[config.mk]
export PLATFORM = sky130hd
export DESIGN_NAME = led_seq_ctrl
export DESIGN_NICKNAME = d
export VERILOG_FILES = /design/src/rtl/led_seq_pkg.sv /design/src/rtl/led_seq_ctrl_rate_tick.sv /design/src/rtl/led_seq_ctrl.sv
export SDC_FILE = /design/constraint.sdc
export NUM_CORES = 1
export LEC_CHECK = 0
export ABC_AREA = 1
export BUFFER_PORTS_ARGS = -buffer_cell sky130_fd_sc_hd__buf_4
export CORE_MARGIN = 3
export CORE_UTILIZATION = 64
export DETAILED_ROUTE_END_ITERATION = 10
export PLACE_DENSITY = 0.92
export SLEW_MARGIN = 20
export SYNTH_ARGS = -nofsm -noshare
export SYNTH_HDL_FRONTEND = slang
export SYNTH_HIERARCHICAL = 1
export SYNTH_SLANG_ARGS = --single-unit
[constraint.sdc]
create_clock -name clock -period 5.5 [get_ports clock]
set_input_delay 0.275 -clock clock [delete_from_list [all_inputs] [get_ports clock]]
set_output_delay 0.275 -clock clock [all_outputs]
set_load 0.05 [all_outputs]
[src/rtl/led_seq_pkg.sv]
// led_seq_pkg
//   Shared definitions for the LED sequencer: FSM state encoding, the
//   external mode codes, and helpers mapping modes to states and seeds.
//   Seeds are built at a fixed maximum width and then sliced by the user
//   to NB_LEDS, so one function serves every LED count up to MAX_LEDS.
package led_seq_pkg;

  localparam int MAX_LEDS = 64;

  localparam logic [1:0] MODE_SHL   = 2'b00;
  localparam logic [1:0] MODE_SHR   = 2'b01;
  localparam logic [1:0] MODE_PING  = 2'b10;
  localparam logic [1:0] MODE_FLASH = 2'b11;

  typedef enum logic [2:0] {
    ST_IDLE  = 3'd0,
    ST_SHL   = 3'd1,
    ST_SHR   = 3'd2,
    ST_PING  = 3'd3,
    ST_FLASH = 3'd4
  } state_e;

  // Run state entered for a given mode code.
  function automatic state_e state_of_mode(input logic [1:0] mode);
    state_e st;
    case (mode)
      MODE_SHL:  st = ST_SHL;
      MODE_SHR:  st = ST_SHR;
      MODE_PING: st = ST_PING;
      default:   st = ST_FLASH;
    endcase
    return st;
  endfunction

  // Mode code reported for a state; IDLE reports 00 like SHL.
  function automatic logic [1:0] mode_of_state(input state_e st);
    logic [1:0] m;
    case (st)
      ST_SHR:   m = MODE_SHR;
      ST_PING:  m = MODE_PING;
      ST_FLASH: m = MODE_FLASH;
      default:  m = MODE_SHL;
    endcase
    return m;
  endfunction

  // Seed pattern for a mode, right-aligned; caller keeps the low nb_leds bits.
  function automatic logic [MAX_LEDS-1:0] seed_of(input logic [1:0] mode,
                                                  input int nb_leds);
    logic [MAX_LEDS-1:0] s;
    case (mode)
      MODE_SHL, MODE_PING: s = MAX_LEDS'(1);
      MODE_SHR:            s = MAX_LEDS'(1) << (nb_leds - 1);
      default:             s = '0;
    endcase
    return s;
  endfunction

endpackage

[src/rtl/led_seq_ctrl_rate_tick.sv]
// rate_tick
//   Step-rate prescaler. Counts while run_i is high and raises tick_o in
//   any cycle where the count has reached the current limit; the counter
//   then reloads to 0. The limit is recomputed every cycle from rate_sel_i,
//   so a count already past a newly lowered limit ticks on the next edge.
// Ports:
//   clk        clock
//   srst       synchronous active-high reset
//   run_i      count enable; low holds the counter at 0 and blocks ticks
//   rate_sel_i limit = BASE_LIMIT >> (2*rate_sel_i)
//   tick_o     combinational tick, valid in the cycle before the step edge
module rate_tick #(
  parameter int          NB_COUNTER = 32,
  parameter int unsigned BASE_LIMIT = 2**24 - 1
) (
  input  logic       clk,
  input  logic       srst,
  input  logic       run_i,
  input  logic [1:0] rate_sel_i,
  output logic       tick_o
);

  localparam logic [NB_COUNTER-1:0] BASE = NB_COUNTER'(BASE_LIMIT);

  logic [NB_COUNTER-1:0] cnt_q, cnt_d;
  logic [NB_COUNTER-1:0] limit;

  // Each rate step divides the period by four.
  assign limit  = BASE >> {rate_sel_i, 1'b0};
  assign tick_o = run_i && (cnt_q >= limit);

  always_comb begin
    cnt_d = cnt_q + NB_COUNTER'(1);
    if (!run_i || tick_o) begin
      cnt_d = '0;
    end
  end

  always_ff @(posedge clk) begin
    if (srst) begin
      cnt_q <= '0;
    end else begin
      cnt_q <= cnt_d;
    end
  end

endmodule

[src/rtl/led_seq_ctrl.sv]
// led_seq_ctrl
//   LED pattern sequencer: shift-left, shift-right, ping-pong and flash
//   patterns stepped by a programmable prescaler, with colour routing.
// Ports:
//   clock       clock, rising edge
//   i_reset     synchronous active-high reset
//   i_enable    run request; low returns to IDLE
//   i_mode      pattern select (00 SHL, 01 SHR, 10 PING, 11 FLASH)
//   i_rate_sel  step rate select
//   i_color     1 routes the pattern to o_led_b, 0 to o_led_g
//   o_led       registered pattern
//   o_led_b     o_led when i_color=1, else 0
//   o_led_g     o_led when i_color=0, else 0
//   o_step      one-cycle pulse when o_led shows a newly stepped value
//   o_mode      mode code of the active state, 00 in IDLE
module led_seq_ctrl
  import led_seq_pkg::*;
#(
  parameter int          NB_LEDS    = 4,   // 2..MAX_LEDS
  parameter int          NB_COUNTER = 32,
  parameter int unsigned BASE_LIMIT = 2**24 - 1
) (
  input  logic               clock,
  input  logic               i_reset,
  input  logic               i_enable,
  input  logic [1:0]         i_mode,
  input  logic [1:0]         i_rate_sel,
  input  logic               i_color,
  output logic [NB_LEDS-1:0] o_led,
  output logic [NB_LEDS-1:0] o_led_b,
  output logic [NB_LEDS-1:0] o_led_g,
  output logic               o_step,
  output logic [1:0]         o_mode
);

  state_e               state_q, state_d;
  logic [NB_LEDS-1:0]   led_q, led_d;
  logic                 dir_up_q, dir_up_d;
  logic                 step_q, step_d;
  logic                 tick;
  logic                 running;
  logic [MAX_LEDS-1:0]  seed_full;
  logic [NB_LEDS-1:0]   ping_up, ping_dn;

  assign running   = (state_q != ST_IDLE);
  assign seed_full = seed_of(i_mode, NB_LEDS);
  assign ping_up   = {led_q[NB_LEDS-2:0], 1'b0};
  assign ping_dn   = {1'b0, led_q[NB_LEDS-1:1]};

  // Counter only runs while a run state is held; dropping i_enable clears
  // it in the same edge that returns the FSM to IDLE.
  rate_tick #(
    .NB_COUNTER (NB_COUNTER),
    .BASE_LIMIT (BASE_LIMIT)
  ) u_rate_tick (
    .clk        (clock),
    .srst       (i_reset),
    .run_i      (running && i_enable),
    .rate_sel_i (i_rate_sel),
    .tick_o     (tick)
  );

  always_comb begin
    state_d  = state_q;
    led_d    = led_q;
    dir_up_d = dir_up_q;
    step_d   = 1'b0;
    case (state_q)
      ST_IDLE: begin
        led_d    = '0;
        dir_up_d = 1'b1;
        // Seed load from IDLE is not a step: o_step stays low.
        if (i_enable) begin
          state_d = state_of_mode(i_mode);
          led_d   = seed_full[NB_LEDS-1:0];
        end
      end
      default: begin
        if (!i_enable) begin
          state_d  = ST_IDLE;
          led_d    = '0;
          dir_up_d = 1'b1;
        end else if (tick) begin
          step_d = 1'b1;
          // Mode is only sampled on ticks; a change replaces the advance.
          if (i_mode != mode_of_state(state_q)) begin
            state_d  = state_of_mode(i_mode);
            led_d    = seed_full[NB_LEDS-1:0];
            dir_up_d = 1'b1;
          end else begin
            case (state_q)
              ST_SHL: led_d = {led_q[NB_LEDS-2:0], led_q[NB_LEDS-1]};
              ST_SHR: led_d = {led_q[0], led_q[NB_LEDS-1:1]};
              ST_PING: begin
                // Direction turns once the new value touches an end.
                if (dir_up_q) begin
                  led_d = ping_up;
                  if (ping_up[NB_LEDS-1]) dir_up_d = 1'b0;
                end else begin
                  led_d = ping_dn;
                  if (ping_dn[0]) dir_up_d = 1'b1;
                end
              end
              default: led_d = ~led_q;
            endcase
          end
        end
      end
    endcase
  end

  always_ff @(posedge clock) begin
    if (i_reset) begin
      state_q  <= ST_IDLE;
      led_q    <= '0;
      dir_up_q <= 1'b1;
      step_q   <= 1'b0;
    end else begin
      state_q  <= state_d;
      led_q    <= led_d;
      dir_up_q <= dir_up_d;
      step_q   <= step_d;
    end
  end

  assign o_led   = led_q;
  assign o_step  = step_q;
  assign o_mode  = mode_of_state(state_q);
  assign o_led_b = i_color ? led_q : '0;
  assign o_led_g = i_color ? '0 : led_q;

endmodule

==> key figures, run 1 <==
Logic synthesis
  – Synthesized area: around 0.0025 mm²
  – Synth cell types: 30
  – Average size of a mapped cell: between 6 and 7 µm²
  – Register bit count reported by yosys: around 40
  – Post-synthesis sequential area ratio: between 30% and 40%
  – Post-Syn Instances: between 300 and 400
  – Synth Warn #: 6

Clock tree
  – Post-CTS Setup Bufs: 0
  – CTS Buf Count: 5
  – CTS tree: yes
  – Insertion delay to the later sink of the worst-skew pair: roughly 300 ps
  – H-Tree Depth: 2
  – Clk buf depth: 2
  – Worst-path clk slew: 80 ps
  – # resized after CTS: 0
  – # clock sinks: slightly above 40
  – Root Buffer: clkbuf_8
  – Hold_buf cts: 0

Routing
  – Post-DR wirelength/cell: about 12 µm
  – Final ANT Viol Nets: 0
  – Drt pass-1 iters: 4
  – DR vias: between 2000 and 2500
  – Initial DRC Count: roughly 190
  – Post-DR vias/cell: around 5.2
  – Post-Route WL: between 5 and 6 mm
  – Drc violations: 0

Placed design
  – Post-DP HPWL: roughly 3.9 mm
  – Placer Congestion: between 0.8 and 0.9
  – Port buffer count: 22

Critical path
  – Critical setup path kind: input port to flip-flop
  – Critical path arrival: 2230 ps
  – Critical-path top delay cell: or2_2
  – Cell Chain, Critical Path: buf_4, or2_2, ha_1, nand2_1, nor2_1, nand2_1, nor2_1, nand2_2, a21oi_1, inv_1, nand2_4, nand2_4, inv_2, nand2_2, nand2_1, nor2_1
  – Crit-path max FO: 10
  – Worst setup EP type: flip-flop
  – Reg2reg end: o_led[0]
  – Reg2reg setup slack: about 3500 ps
  – R2r worst-path depth: 11
  – Worst Setup SP: i_rate_sel[0]
  – Critical path's largest stage delay: a little over 300 ps
  – WP data required: around 5700 ps
  – Crit start category: input port
  – Reg-to-reg startpoint: u_rate_tick/cnt_q[21]

Pwr
  – Leak pwr: 1.20 nW
  – Total power: approximately 0.74 mW
  – Pwr dens: 258 mW/mm²
  – Maximum VDD drop: between 0.0002 and 0.0003 V

Worst hold path
  – Hold Path Stages: 2
  – Hold crit path type: input port to flip-flop
  – Hold path endpoint: state_q[0]
  – Min-delay src: i_reset

Die
  – Area of the die: 0.00475 mm²
  – Die Wd: 68.9 µm
  – Die span in y: between 60 and 70 µm
  – Initial Utilization: roughly two thirds
  – IO Pins: 23
  – Core Box Area: about 0.0037 mm²
  – Num rows: 22

STA
  – Final setup viols: 0
  – Final period demand of the worst path: about 2000 ps
  – Worst-Margin Slew: just over 500 ps
  – Setup TNS: 0 ps
  – Final Hold Fails: 0
  – Fmax: between 0.4 and 0.5 GHz
  – Final Slew Violations: 0
  – RSZ-0062 raised after global routing: no
  – Max-slew headroom: between 60% and 70%
  – Fin crit share: a little under two fifths
  – Final Skew: between 8 and 9 ps

GRT
  – Remaining Overflow, GRT: 0
  – Vias in the first global route: 2000
  – Initial antenna violation count: 0
  – Global-route wire length before repair: roughly 8.6 mm
  – GRT Total Usage: between 20 and 25%
  – Largest net degree at the start of global routing: 26

Layout
  – # fillers: 294
  – Final Net Count: approximately 420
  – Syn-to-layout area delta: 12.6%
  – Share of layout cells above drive strength 1: 16.6%
  – Final core occ: 76.1%
  – # diodes: 0

Run status
  – Status: complete, no violations

Run
  – Max Cap Viol: 0
[per-stage QoR]
stage	setup slack, ps	hold slack, ps	instances	instance area (µm²)
after global placement	3290	431	444	2730
after detailed placement	3170	442	444	2730
after global routing	3230	167	452	2850
final	3460	183	452	2850
after CTS	3490	174	452	2850
after floorplan	3480	344	379	2550
[kinds of logic (layout without fill, tap and decap cells)]
family / count (synthesis) / after routing / synth area share [%]
flip-flops: 41 / 41 / 32.4
AO/OA/AOI/OAI: 23 / 23 / 5.14
buffers and inverters: 54 / 79 / 9.19
adder cells (fa/ha/maj): 11 / 11 / 5.44
other: 1 / 7 / 0.148
AND/OR/NAND/NOR: 229 / 229 / 42.8
XOR/XNOR: 14 / 14 / 4.84
[layout by cell type (no fill, tap or decap), drive strengths merged]
| master | n |
|---|---|
| nand3 | 31 |
| dfxtp | 41 |
| o21ai | 12 |
| clkinvlp | 1 |
| nand3b | 2 |
| nand2 | 108 |
| or2 | 1 |
| buf | 22 |
| ha | 11 |
| conb | 7 |
| o22ai | 2 |
| nand4 | 6 |
| xor2 | 3 |
| bufinv | 1 |
| inv | 49 |
| clkbuf | 6 |
| o21bai | 2 |
| nor2 | 77 |
| a21oi | 7 |
| nor3 | 4 |
| xnor2 | 11 |
[cell usage after synthesis, drive strengths merged]
library cell | count | share of area [%]
nor3 | 4 | 1.2
nand2 | 108 | 18
nor2 | 77 | 13
ha | 11 | 5.4
nand3 | 31 | 7.9
or2 | 1 | 0.25
clkbuf | 1 | 0.15
xnor2 | 11 | 3.8
xor2 | 3 | 1.0
conb | 1 | 0.15
o22ai | 2 | 0.49
dfxtp | 41 | 32
nand4 | 6 | 1.5
nand3b | 2 | 0.59
inv | 49 | 7.3
o21ai | 12 | 2.4
a21oi | 7 | 1.7
o21bai | 2 | 0.59
buf | 4 | 1.8
[sequential cells by signal, summed over array words and instances, names as in the netlist]
signal and flops:
u_rate_tick/cnt_q 32, state_q 3, o_led 4, o_step 1, dir_up_q 1
[how the worst max path moves through the flow]
stage	to	slack, ps
floorplan	state_q[2]	3480
CTS	o_led[0]	3490
detailed placement	state_q[2]	3170
global placement	state_q[2]	3290
global route	state_q[2]	3230
finish	state_q[2]	3460
[worst max-delay path, delay by kind of cell]
kind            cells  cell delay (ps)
buf+inv             3              330
fa+ha+maj           1              290
compound gates      1              160
simple gates       11             1160
[metal layers]
metal | track usage (%) | vias to the layer above | wire, µm
met5 | 0 | - | 0
met1 | 30.0 | 1045 | 2280
met2 | 39.2 | 71 | 2530
li1 | - | 1207 | -
met3 | 6.97 | 11 | 384
met4 | 10.2 | 0 | 85
[cell type report]
class / count / area [µm²] / area share, %
multi-input cells: 284 / 1500 / 52.6
inverters: 49 / 184 / 6.45
well taps: 48 / 60.1 / 2.11
clock inverters: 2 / 37.5 / 1.32
flip-flops and latches: 41 / 821 / 28.8
repair buffers: 22 / 165 / 5.79
clock buffers: 6 / 82.6 / 2.90
[power breakdown]
group	internal (mW)	switching (mW)	total, mW
clock	0.148	0.104	0.252
combinational	0.0508	0.114	0.165
sequential	0.306	0.0137	0.319
Power figures use the tool's default switching activity.
==> run 2: changes to the inputs <==
--- a/config.mk
+++ b/config.mk
@@ -8,9 +8,9 @@
 export ABC_AREA = 1
 export BUFFER_PORTS_ARGS = -buffer_cell sky130_fd_sc_hd__buf_4
 export CORE_MARGIN = 3
-export CORE_UTILIZATION = 64
+export CORE_UTILIZATION = 59
 export DETAILED_ROUTE_END_ITERATION = 10
-export PLACE_DENSITY = 0.92
+export PLACE_DENSITY = 0.86
 export SLEW_MARGIN = 20
 export SYNTH_ARGS = -nofsm -noshare
 export SYNTH_HDL_FRONTEND = slang
==> constraint.sdc (replaced) <==
create_clock -name clock -period 2 [get_ports clock]
set_input_delay 0.1 -clock clock [delete_from_list [all_inputs] [get_ports clock]]
set_output_delay 0.1 -clock clock [all_outputs]
set_load 0.05 [all_outputs]
==> key figures, run 2 (synthesized netlist as in run 1, its figures left out) <==
Layout
  – Top reg by flops: u_rate_tick/cnt_q
  – Final Net Count: 435 (+3.1%)
  – Max reg flops: 32 (unchanged)
  – Syn-to-layout area delta: 16.3%
  – Most common cell after layout, fill and taps aside: nand2_1
  – Most frequent cells in the layout: nand2_1 (93), nor2_1 (67), inv_1 (45)
  – Share of layout cells above drive strength 1: 19.7% (+3.1 points)
  – Fin area: 0.00294 mm² (+3.2%)
  – Final core occ: 72.5% (-3.6 points)
  – # diodes: 0 (unchanged)

Placed design
  – Placer Congestion: 0.862 (+3.5%)
  – Port buffer count: 22 (unchanged)
  – Post-DP Area: 0.00281 mm² (+2.8%)
  – Pre-CTS WS: -62.2 ps (-3230 ps)
  – Post-DP HPWL: 4.16 mm (+5.8%)

Clock tree
  – Root Buffer: clkbuf_8
  – # clock sinks: 41 (unchanged)
  – H-Tree Depth: 2 (unchanged)
  – Insertion delay to the later sink of the worst-skew pair: 300 ps (about the same)
  – CTS Buf Count: 5 (unchanged)
  – Clk buf depth: 2 (unchanged)
  – Worst-path clk slew: 90 ps (about the same)
  – CTS tree: yes

Critical path
  – Reg2reg setup slack: 150 ps (-3320 ps)
  – Critical path arrival: 2090 ps (-140 ps)
  – WP data required: 2240 ps (-3460 ps)
  – Crit start category: flip-flop
  – Reg2reg end: o_led[2]
  – Crit-path max FO: 5 (-5)
  – Critical-path top delay cell: dfxtp_1
  – Critical path's largest stage delay: 370 ps (+60 ps)
  – Cell Chain, Critical Path: ha_1, nand2_1, nor2_2, nand2_1, nor2_1, nand2_2, a21oi_2, inv_2, buf_4, nand3_1, nand3_1, nor2_1
  – Critical setup path kind: flip-flop to flip-flop
  – Reg-to-reg startpoint: u_rate_tick/cnt_q[21]
  – Worst setup EP type: flip-flop
  – R2r worst-path depth: 12 (+1)

GRT
  – Remaining Overflow, GRT: 0 (unchanged)
  – Vias in the first global route: 2354 (+18%)
  – Largest net degree at the start of global routing: 26 (unchanged)
  – Global-route wire length before repair: 9.73 mm (+13%)
  – GRT Total Usage: 23.6% (-0.59 points)
  – Initial antenna violation count: 0 (unchanged)

Routing
  – Drc violations: 0 (unchanged)
  – Post-DR vias/cell: 5.18 (+0.31%)
  – Drt pass-1 iters: 4 (unchanged)
  – DR vias: 2419 (+3.6%)
  – Post-Route WL: 5.81 mm (+10%)
  – Post-DR wirelength/cell: 12.4 µm (+6.5%)
  – Final ANT Viol Nets: 0 (unchanged)
  – Initial DRC Count: 182 (-2.2%)

Worst hold path
  – Min-delay src: i_enable
  – Hold Path Stages: 5 (+3)
  – Hold path endpoint: state_q[2]
  – Hold crit path type: input port to flip-flop

STA
  – Final period demand of the worst path: between 1500 and 2000 ps
  – Fmax: 0.540 GHz
  – Setup TNS: 0 ps (unchanged)
  – Worst setup margin: 149 ps (-3320 ps)
  – Final Skew: 3.81 ps (-4.26 ps)
  – Final Hold Fails: 0 (unchanged)
  – Final Slew Violations: 0 (unchanged)
  – Fin crit share: between 90% and 100%
  – Final setup viols: 0 (unchanged)
  – Max-slew headroom: 66.0% (+0.73 points)
  – Worst-Margin Slew: 506 ps (-10.8 ps)

Die
  – Num rows: 23 (+4.5%)
  – Area of the die: 0.00511 mm² (+7.7%)
  – Die span in y: 71.5 µm (+3.8%)
  – Die Wd: 71.5 µm (+3.8%)
  – IO Pins: 23 (unchanged)
  – Initial Utilization: 62.4% (-5.2 points)
  – Core Box Area: 0.00406 mm² (+8.4%)

Pwr
  – Pwr dens: 659 mW/mm² (+160%)
  – Total power: 1.94 mW (+160%)
  – Maximum VDD drop: 0.000387 V (+52%)
  – Leak pwr: 1.24 nW (+3.8%)

Run
  – Max Cap Viol: 0 (unchanged)

Run status
  – Status: complete, no violations
[run 2: area by class of cell]
| class | instances | area, µm² |
|---|---|---|
| Tap cell | 50 | 62.6 |
| Sequential cell | 41 | 821 |
| Multi-Input combinational cell | 286 | 1530 |
| Clock buffer | 5 | 68.8 |
| Fill cell | 327 | 1110 |
| Inverter | 49 | 184 |
| Clock inverter | 3 | 26.3 |
| Timing Repair Buffer | 33 | 250 |
[run 2: through the flow]
| stage | hold WS (ps) | cells |
|---|---|---|
| 3_5_place_dp | 300 | 456 |
| 4_1_cts | 156 | 465 |
| 2_1_floorplan | 169 | 379 |
| 6_report | 170 | 467 |
| 5_1_grt | 192 | 467 |
| 3_3_place_gp | 298 | 456 |
[run 2: timing repair]
item                                   4_1_cts  5_1_grt
setup buffers                                0        0
setup endpoints to repair                    0       10
resized for setup                            0        4
endpoints found under the hold margin        2        0
hold buffers                                 1        0
[run 2: worst max-delay path, delay by kind of cell, from the launching register on]
| family | cells | cell delay, ps |
|---|---|---|
| buffers and inverters | 2 | 230 |
| AO/OA/AOI/OAI | 1 | 160 |
| AND/OR/NAND/NOR | 8 | 700 |
| flip-flops | 1 | 370 |
| adder cells (fa/ha/maj) | 1 | 320 |
[run 2: how the worst max path moves through the flow]
stage | to | start | depth (start not counted) | slack, ps
after global placement | state_q[2] | i_rate_sel[0] | 16 | 3
final | o_led[2] | u_rate_tick/cnt_q[21] | 12 | 150
after CTS | o_led[2] | u_rate_tick/cnt_q[23] | 12 | 100
after floorplan | state_q[2] | i_rate_sel[0] | 15 | 160
after detailed placement | state_q[2] | i_rate_sel[0] | 16 | -60
after global routing | o_led[0] | u_rate_tick/cnt_q[19] | 11 | -20
[run 2: power breakdown]
group	switching, mW	internal [mW]	leakage, nW
registers	0.0320	0.841	0.334
clock network	0.322	0.259	0.0495
logic	0.325	0.161	0.860
total	0.679	1.26	1.24
[run 2: metal layers]
metal  part of all wire [%]  track usage (%)  wire (µm)  up-vias
met3                    3.9             3.65        227       11
li1                       -                -          -     1240
met1                     42             26.2       2410     1119
met5                      0                0          0        -
met4                    1.7             12.3        101        0
met2                     53             43.2       3070       49
